## src/rtl/tdm_demux4.sv

```systemverilog
// TDM demultiplexer: rebuilds SLOTS-bit frames from a slot-scanned serial stream,
// aligned by a slot-0 sync marker, with frame counting and sync-error detection.
module tdm_demux4 #(
  parameter int SLOTS = 4
) (
  input  logic                       clk,
  input  logic                       rst_n,
  input  logic                       din,
  input  logic                       en,
  input  logic                       sync,
  output logic [$clog2(SLOTS)-1:0]   sel,
  output logic [SLOTS-1:0]           q,
  output logic                       frame_valid,
  output logic                       sync_err,
  output logic [7:0]                 frame_cnt
);

  localparam int SW = $clog2(SLOTS);
  localparam logic [SW-1:0] LAST_SLOT = SW'(SLOTS - 1);

  typedef enum logic {HUNT, RECV} state_t;

  state_t           state_q, state_d;
  logic [SW-1:0]    sel_q, sel_d;
  logic [SLOTS-1:0] shadow_q, shadow_d;
  logic [SLOTS-1:0] data_q, data_d;
  logic             fv_q, fv_d;
  logic             err_q, err_d;
  logic [7:0]       cnt_q, cnt_d;

  always_ff @(posedge clk or negedge rst_n) begin
    if (!rst_n) begin
      state_q  <= HUNT;
      sel_q    <= '0;
      shadow_q <= '0;
      data_q   <= '0;
      fv_q     <= 1'b0;
      err_q    <= 1'b0;
      cnt_q    <= 8'd0;
    end else begin
      state_q  <= state_d;
      sel_q    <= sel_d;
      shadow_q <= shadow_d;
      data_q   <= data_d;
      fv_q     <= fv_d;
      err_q    <= err_d;
      cnt_q    <= cnt_d;
    end
  end

  always_comb begin
    state_d  = state_q;
    sel_d    = sel_q;
    shadow_d = shadow_q;
    data_d   = data_q;
    fv_d     = 1'b0;
    err_d    = 1'b0;
    cnt_d    = cnt_q;

    if (en) begin
      unique case (state_q)
        HUNT: begin
          if (sync) begin
            shadow_d    = '0;
            shadow_d[0] = din;
            sel_d       = SW'(1);
            state_d     = RECV;
          end
        end
        RECV: begin
          if (sync) begin
            // A sync anywhere but slot 0 abandons the partial frame and restarts.
            err_d       = (sel_q != '0);
            shadow_d    = '0;
            shadow_d[0] = din;
            sel_d       = SW'(1);
          end else if (sel_q == '0) begin
            err_d   = 1'b1;
            state_d = HUNT;
          end else begin
            shadow_d[sel_q] = din;
            if (sel_q == LAST_SLOT) begin
              data_d = shadow_d;
              fv_d   = 1'b1;
              cnt_d  = cnt_q + 8'd1;
              sel_d  = '0;
            end else begin
              sel_d = sel_q + SW'(1);
            end
          end
        end
        default: state_d = HUNT;
      endcase
    end
  end

  assign sel         = sel_q;
  assign q           = data_q;
  assign frame_valid = fv_q;
  assign sync_err    = err_q;
  assign frame_cnt   = cnt_q;

endmodule
```

## config.mk

```make
export PLATFORM = sky130hd
export DESIGN_NAME = tdm_demux4
export DESIGN_NICKNAME = d
export VERILOG_FILES = /design/src/rtl/tdm_demux4.sv
export SDC_FILE = /design/constraint.sdc
export NUM_CORES = 1
export LEC_CHECK = 0
export CORE_MARGIN = 2
export CORE_UTILIZATION = 54
export CTS_BUF_LIST = sky130_fd_sc_hd__clkbuf_8 sky130_fd_sc_hd__clkbuf_16
export CTS_CLUSTER_DIAMETER = 80
export CTS_CLUSTER_SIZE = 14
export DETAILED_ROUTE_END_ITERATION = 16
export DONT_BUFFER_PORTS = 1
export PLACE_DENSITY_LB_ADDON = 0.05
export SYNTH_ARGS = -nofsm -noshare
export SYNTH_HDL_FRONTEND = slang
export SYNTH_SLANG_ARGS = --single-unit
export TNS_END_PERCENT = 5
```

## constraint.sdc

```tcl
create_clock -name clk -period 1.5 [get_ports clk]
set_input_delay 0.225 -clock clk [delete_from_list [all_inputs] [get_ports clk]]
set_output_delay 0.225 -clock clk [all_outputs]
set_load 0.02 [all_outputs]
```

Word-level counts from Yosys, hierarchy flattened
Index checks and enable logic that the tools add are counted.
{ "op_classes": {"shift": 0, "mux": 25, "bitwise": 3, "order_cmp": 2, "n_eq_ne": 3, "n_mul": 0, "n_div": 0, "n_reduce_logical": 5, "n_addsub": 2} }
{ "ops": {"columns": ["operator", "count"], "rows": [
  ["1-bit two-way mux", 13],
  ["4-bit two-way mux", 3],
  ["8-bit by 1-bit adder with 8-bit output (second input constant)", 1],
  ["2-bit two-way mux", 4],
  ["4-bit case mux with 2 select lines", 1],
  ["5-bit AND reduction", 1],
  ["4-bit bitwise mux", 1],
  ["2-bit case mux with 2 select lines", 1],
  ["2-bit by 3-bit < comparator with 1-bit output (second input constant)", 1],
  ["3-bit != test (second input constant)", 1],
  ["1-bit inverter", 3],
  ["3-bit AND reduction", 1],
  ["2-bit by 1-bit adder with 2-bit output (second input constant)", 1],
  ["1-bit demux with 2-bit select", 1],
  ["2-bit == test (second input constant)", 1],
  ["2-bit by 1-bit >= comparator with 1-bit output (second input constant)", 1],
  ["2-bit zero test", 1],
  ["2-bit != test (second input constant)", 1],
  ["1-bit case mux with 2 select lines", 1],
  ["2-bit nonzero test", 1],
  ["1-bit logical AND", 1]
]} }
{ "totals": {"latchBits": 0, "rom_bits": 0, "ramBits": 0, "ff_bits": 21, "in_bits": 5, "memories": 0, "elab_cells": 47} }

Logic depth before layout (Yosys ltp)
{ "logic_depth": {"word_depth": 8, "mapped_depth": 8} }

Least setup slack after synthesis
Ideal clock, no wire load.
{ "synth_timing": {"kind": "flip-flop to flip-flop", "startpoint": "register sel_q[0] (netlist: sel[0])", "endpoint": "register cnt_q[3] (netlist: frame_cnt[3])", "slack_ns": -0.258, "path_buffers": 1, "arrival_ns": 1.627, "stages_incl_launch_ff": 9, "setup_time_ns": 0.131, "cell_sequence": "dfrtp_1 -> inv_1 -> ha_1 -> inv_1 -> ha_1 -> and4_1 -> buf_4 -> nand4_1 -> xnor2_1"} }
{ "synth_between": {"elab_chain_cells": 3, "word_cells_on_any_way": 4, "cone_classes": "eq/ne: 1; bitwise: 1; reduce/logical: 2"} }
{ "synth_lines": {"columns": ["item", "line_no", "rtl"], "rows": [
  ["from (decl)", "24", "logic [SW-1:0] sel_q, sel_d;"],
  ["from (signal assigned)", "42", "sel_q <= sel_d;"],
  ["2-bit zero test", "77", "end else if (sel_q == '0) begin"],
  ["1-bit inverter (no source line)", null, null],
  ["5-bit AND reduction (no source line) (*)", null, null],
  ["to (signal assigned)", "47", "cnt_q <= cnt_d;"],
  ["to (decl)", "29", "logic [7:0] cnt_q, cnt_d;"]
]} }
Mark *: on every way between the ends. The rest lies on a longest branch, timed or not.
A chain may end at the register's enable or synchronous reset.

Worst setup path in the final report
{ "layout_timing": {"startpoint": "register sel_q[0] (netlist: sel[0])", "endpoint": "register sel_q[0] (netlist: sel[0])"} }
{ "layout_between": {"elab_chain_cells": 5, "word_cells_on_any_way": 9, "cone_classes": "add/sub: 1; eq/ne: 2; mux: 4; reduce/logical: 2"} }
{ "layout_lines": {"columns": ["item", "line_no", "rtl"], "rows": [
  ["2-bit by 1-bit adder with 2-bit output or 2-bit == test (tied branches)", "88, 82", null],
  ["2-bit two-way mux", "82", "if (sel_q == LAST_SLOT) begin"],
  ["2-bit two-way mux", "77", null],
  ["2-bit two-way mux", "71", "if (sync) begin"],
  ["2-bit case mux with 2 select lines", "61", "unique case (state_q)"]
]} }
Parallel ways exist; a longest one is shown, timed or not. The select of a mux whose other input is x is not followed.

==> metrics.txt <==
Worst-Skew Late Latency=260 ps; number of global-route vias before repair=712; Die Area=0.00227 mm2; First-pass DRT Iterations=2; sequential area share after synthesis=48.7%; Net Sw Power=0.820 mW; gr usage total=18.4%; synth unique cells=29; first-pass GRT wire length=2900 um; worst reg2reg setup slack=-3 ps; min setup slack post-route=-2.74 ps; DRC violations left=0; Clk pwr share=23.9%; Sink Count=20; synth warn=0; CP startpoint kind=flip-flop; pin count of the biggest net entering global routing=21; CP required=1650 ps; die extent in y=47.6 um; Worst path slowest cell=dfrtp_2; Syn-to-layout area delta=20.9%; Diodes inserted=0; Die Span X=47.6 um; final setup vio count=1; Worst Path Buf+Inv=1; # Max-Cap Violations=0; element type at the critical path end=flip-flop; failing checks=setup timing; Mapped Area=0.00103 mm2; CTS buffer count=3; antenna-violating nets left=0; Most used DFF post-synth=dfrtp_1; sequential fraction of design power=40.1%; WL/cell=14.0 um; Final Slew Violations=0; Fin. Hold Viols=0; number of flops mapped to enable cells by yosys=0; ys async rst share=100%; Slew headroom=41.1%; worst-case clock buffer depth=2; drt total wl=1790 um; Via density=5.48; fin crit period=1500 ps; Critical Path Max Stage Delay=430 ps; CTS tree=yes; Pwr Total=2.26 mW; synthesized instance count=91; initial antenna violation count=0; Max Clk Rate=665 MHz; status=finished with violations; # rows=15; flop and latch count out of synthesis=20; # port buffers=0; I/O pin cnt=21; Core Box Area=0.00176 mm2; RSZ-0062 raised after global routing=true; Hold Path Class=input port to flip-flop; CP Cell Sequence=inv_2 > ha_4 > and2b_2 > o21ai_2 > mux2_4; starting density of the core=58.3%; Vias=701; Peak VDD IR=1.11 mV; share of layout cells above drive strength 1=30.1%; DPL Wire Length=1340 um; crit share post-route=100%; routability cong.=0.781; Comb power frac=36.0%; fillers=145; Reg clk slew, reported paths=70 ps; Nets=117; Slew @ Worst Pin=881 ps; Layout Skew=1.46 ps; Sw Share=36.4%; worst hold slack=70.8 ps; initial DRC count=4; syn_area_per_cell=11.3 um2; CTS root buffer=clkbuf_8; Pleak=0.590 nW; Crit Path Category=flip-flop to flip-flop; Syn Nets=104; Int Pwr=1.44 mW; CP Max Fanout=3; Max H-tree Level=1; CP top delay family=flip-flops; crit path DAT=1650 ps; Remaining Overflow, GRT=0; PwrDens=1810 mW/mm2
-- cell usage in the layout, fill, tap and decap left out, drive strengths merged, types with 2 or more instances in the layout --
| master | count |
|---|---|
| dfrtp | 20 |
| nand2 | 12 |
| buf | 11 |
| ha | 8 |
| inv | 7 |
| xnor2 | 5 |
| o21ai | 5 |
| nand4 | 5 |
| mux2i | 4 |
| clkbuf | 3 |
| and3 | 2 |
| o221ai | 2 |
| o2bb2ai | 2 |
| xor2 | 2 |
| and4 | 2 |
| nor3 | 2 |
| mux2 | 2 |
-- logic make-up after synthesis --
| kind of cell | Yosys count | share of synthesized area [%] |
|---|---|---|
| xor gates and xnor gates | 7 | 5.96 |
| and+or+nand+nor | 27 | 15.7 |
| buffers and inverters | 11 | 5.35 |
| adders and majority gates | 8 | 9.73 |
| muxes | 6 | 6.45 |
| AOI/OAI and AO/OA | 12 | 8.15 |
| DFF | 20 | 48.7 |
-- timing repair --
| action | CTS | global route |
|---|---|---|
| gates resized for setup | 0 | 6 |
| endpoints found under the setup margin | 0 | 9 |
| buffers inserted | 0 | 2 |
| endpoints found under the hold margin | 20 | 0 |
| hold buffers | 1 | 0 |
-- cell usage after synthesis (all sizes together) (2+ instances only) --
cell	instances	area, um2
and3	2	12.5
and4	2	17.5
buf	4	28.8
dfrtp	20	500
ha	8	100
inv	7	26.3
mux2	2	26.3
mux2i	4	40.0
nand2	12	45.0
nand4	5	37.5
nor3	2	21.3
o21ai	5	28.8
o221ai	2	17.5
o2bb2ai	2	17.5
xnor2	5	43.8
xor2	2	17.5
-- final timing paths --
kind	cells after the start	start	to
worst max register to register	5	sel[0]$_DFFE_PN0P_	sel[0]$_DFFE_PN0P_
worst min register to register	1	shadow_q[2]$_DFFE_PN0P_	shadow_q[2]$_DFFE_PN0P_
worst min-delay path	2	din	q[3]$_DFFE_PN0P_
worst max-delay path	5	sel[0]$_DFFE_PN0P_	sel[0]$_DFFE_PN0P_
min in group asynchronous	1	rst_n	frame_cnt[6]$_DFFE_PN0P_
max in group asynchronous	1	rst_n	sel[1]$_DFFE_PN0P_
-- stage by stage --
step / area [um2] / setup slack, ps / setup TNS (ps) / std cells / utilization (%)
floorplan: 1060 / -40.0 / -149 / 91 / -
global placement: 1130 / 32.4 / 0 / 121 / 63.8
detailed placement: 1130 / 14.0 / 0 / 121 / 63.8
CTS: 1210 / 1.25 / 0 / 126 / 68.4
global route: 1240 / -32.2 / -32.2 / 128 / 70.5
finish: 1240 / -2.74 / -2.74 / 128 / 70.5
-- flip-flops by register name, summed over array words and instances (netlist names) --
| register | cells |
|---|---|
| frame_cnt | 8 |
| q | 4 |
| shadow_q | 3 |
| sel | 2 |
| frame_valid | 1 |
| state_q | 1 |
| sync_err | 1 |
-- per-layer routing --
layer / wire (um) / vias up / share of wire (%) / GRT usage [%]
li1: - / 344 / - / -
met2: 904 / 15 / 51 / 32.7
met4: 31 / 0 / 1.7 / 8.11
met5: 0 / - / 0 / 0
met3: 86 / 4 / 4.8 / 4.53
met1: 765 / 338 / 43 / 20.9
-- final cells by class --
type	instances	area (um2)	share of cell area (%)
Timing Repair Buffer	12	92.6	7.44
Tap cell	25	31.3	2.52
Inverter	7	28.8	2.31
Clock inverter	1	30.0	2.41
Clock buffer	3	41.3	3.32
Sequential cell	20	503	40.4
Multi-Input combinational cell	60	517	41.5
-- power by group through the flow --
stage	Sequential (mW)	Combinational, mW	Clock [mW]
3_3_place_gp	0.901	0.726	0
5_1_grt	0.926	0.903	0.569
3_5_place_dp	0.910	0.739	0
6_report	0.904	0.813	0.539
2_1_floorplan	0.987	0.443	0
4_1_cts	0.898	0.756	0.553
-- worst register-to-register path: cells and delay by family, from the launching register on --
kind / cells / cell delay (ps)
adders and majority gates: 1 / 150
and+or+nand+nor: 1 / 240
DFF: 1 / 430
muxes: 1 / 310
AOI/OAI and AO/OA: 1 / 170
buffers and inverters: 1 / 90
No activity file was read; power rests on OpenSTA's default activity.
==> variant, RTL diff (config.mk and constraints unchanged) <==
Make the reset (`rst_n`) synchronous in one clocked block.
--- a/src/rtl/tdm_demux4.sv
+++ b/src/rtl/tdm_demux4.sv
@@ -29,5 +29,5 @@
   logic [7:0]       cnt_q, cnt_d;
 
-  always_ff @(posedge clk or negedge rst_n) begin
+  always_ff @(posedge clk) begin
     if (!rst_n) begin
       state_q  <= HUNT;
Formal check against the unedited RTL: differs if rst_n is asserted again (counterexample within 4 cycles, from zero or initial values and one cycle with rst_n low); with rst_n held inactive, the same outputs for 10 cycles.
==> variant against the original RTL <==
  * The run still ends with negative setup slack left
  * Setup slack better by 1.2 ps
  * Highest routed layer unchanged
  * Sequential cell count unchanged
  * Routed wire length up 7.3%
  * Final area down 1.8%
  * Utilization up 1.0 points
  * Area after synthesis down 6.1%
Power is not compared: it rests on default switching activity, and its combinational part moved more than twofold at a synthesized area within 25%.
==> variant: results (changes against the original RTL) <==
- Status: finished, violations left (unchanged)
- Violated checks: negative setup slack (unchanged)
- Total track usage: 0.206 (was 0.184)
- Final #Nets: 137 (was 117)
- Gpl congestion: 0.742 (was 0.781)
- Layout cells sized above 1: 0.298 (was 0.301)
- Delay-heaviest family, CP: flip-flops (unchanged)
- Hold endpoint: sel[0] (was q[3])
- Commonest cells in the netlist: dfxtp_1 (20), nand2_1 (14), nor2_1 (9) (was dfrtp_1 (20), nand2_1 (12), ha_1 (8))
- Combinational group share of total power: 0.079
- Fill count: 130 (was 145)
- Ant diodes: 0 (unchanged)
- Worst slew pin tran: 481 ps (was 881 ps)
- Cell variety after synth: 33 (was 29)
- Crit-path max FO: 6 (was 3)
- DRT Wirelength: 1920 um (was 1790 um)
- Mapped Cells: 105 (was 91)
- Net Sw Power: 0.000226 W
- Setup-failing EPs final: 1 (unchanged)
- HPWL after DPL: 1400 um (was 1340 um)
- Sequential area share after synthesis: 0.415 (was 0.487)
- FF-to-FF path depth: 8 (was 5)
- FF-to-FF Start: sel[0] (unchanged)
- Slowest cell delay on critical path: 370 ps (was 430 ps)
- Per-cell routed wire length: 12.9 um (was 14.0 um)
- Min-delay src: rst_n (was din)
- First-pass iteration count of the detailed router: 4 (was 2)
- Min-Delay Path Depth: 1 (was 2)
- Top FF cell, synth: dfxtp_1 (was dfrtp_1)
- Fin Hold WS: 90.7 ps (was 70.8 ps)
- CP arrival: 1680 ps (was 1650 ps)
- Mapped Nets: 117 (was 104)
- Drt first-iter violations: 6 (was 4)
- Vias in the first global route: 696 (was 712)
- Global-route wire length before repair: 3140 um (was 2900 um)
- Synth area leaders: dfxtp_1 (41%), ha_1 (9.1%), nand2_1 (5.4%) (was dfrtp_1 (49%), ha_1 (9.7%), nand2_1 (4.4%))
- Min setup slack post-route: -1.50 ps (was -2.74 ps)
- Ys async rst share: 0 (was 1.00)
- Fin Clk Skew: 6.21 ps (was 1.46 ps)
## variant: what timing repair did
action | in CTS | in global routing
endpoints found under the hold margin | 0 | 0
resized for setup | 2 | 3
setup buffers | 2 | 3
pin swaps | 3 | 4
endpoints found under the setup margin | 6 | 12
## variant: layer usage
metal	share of wire	vias to the layer above	wire, um	global-route usage
li1	-	402	-	-
met1	0.48	368	924	0.267
met2	0.47	12	909	0.322
met3	0.033	4	63	0.0510
met4	0.010	0	20	0.0857
met5	0	-	0	0
## variant: worst max-delay path by stage
stage	from	to	slack (ps)	cells after the start
final	sel[0]	q[2]	-2	8
after global routing	sel[0]	frame_cnt[6]	-100	8
after CTS	sel[0]	frame_cnt[3]	-2	7
after detailed placement	sel[0]	frame_cnt[6]	-60	8
after global placement	sel[1]	q[2]	-20	8
after floorplan	sel[1]	frame_cnt[2]	-50	9
## variant: metrics by stage
| step | setup TNS, ps | total power [W] | setup WS [ps] | area, um2 |
|---|---|---|---|---|
| finish | -1.50 | 0.00103 | -1.50 | 1220 |
| global placement | -41.2 | 0.000626 | -20.0 | 1110 |
| CTS | -3.62 | 0.00104 | -2.23 | 1190 |
| floorplan | -98.2 | 0.000612 | -52.8 | 998 |
| global route | -581 | 0.00107 | -105 | 1220 |
| detailed placement | -225 | 0.000628 | -57.9 | 1110 |
## variant: kinds of logic after synthesis
| kind of cell | synth area share |
|---|---|
| AO/OA/AOI/OAI | 0.126 |
| XOR/XNOR | 0.0544 |
| adder cells (fa/ha/maj) | 0.0907 |
| buffers and inverters | 0.0401 |
| flip-flops | 0.415 |
| multiplexers | 0.0311 |
| AND/OR/NAND/NOR | 0.244 |
## variant: area by class of cell
class	count	share of cell area
sequential	20	0.334
tap	25	0.0256
timing repair buffer	19	0.117
inverter	5	0.0195
clock buffer	4	0.0451
multi-input combinational	76	0.459
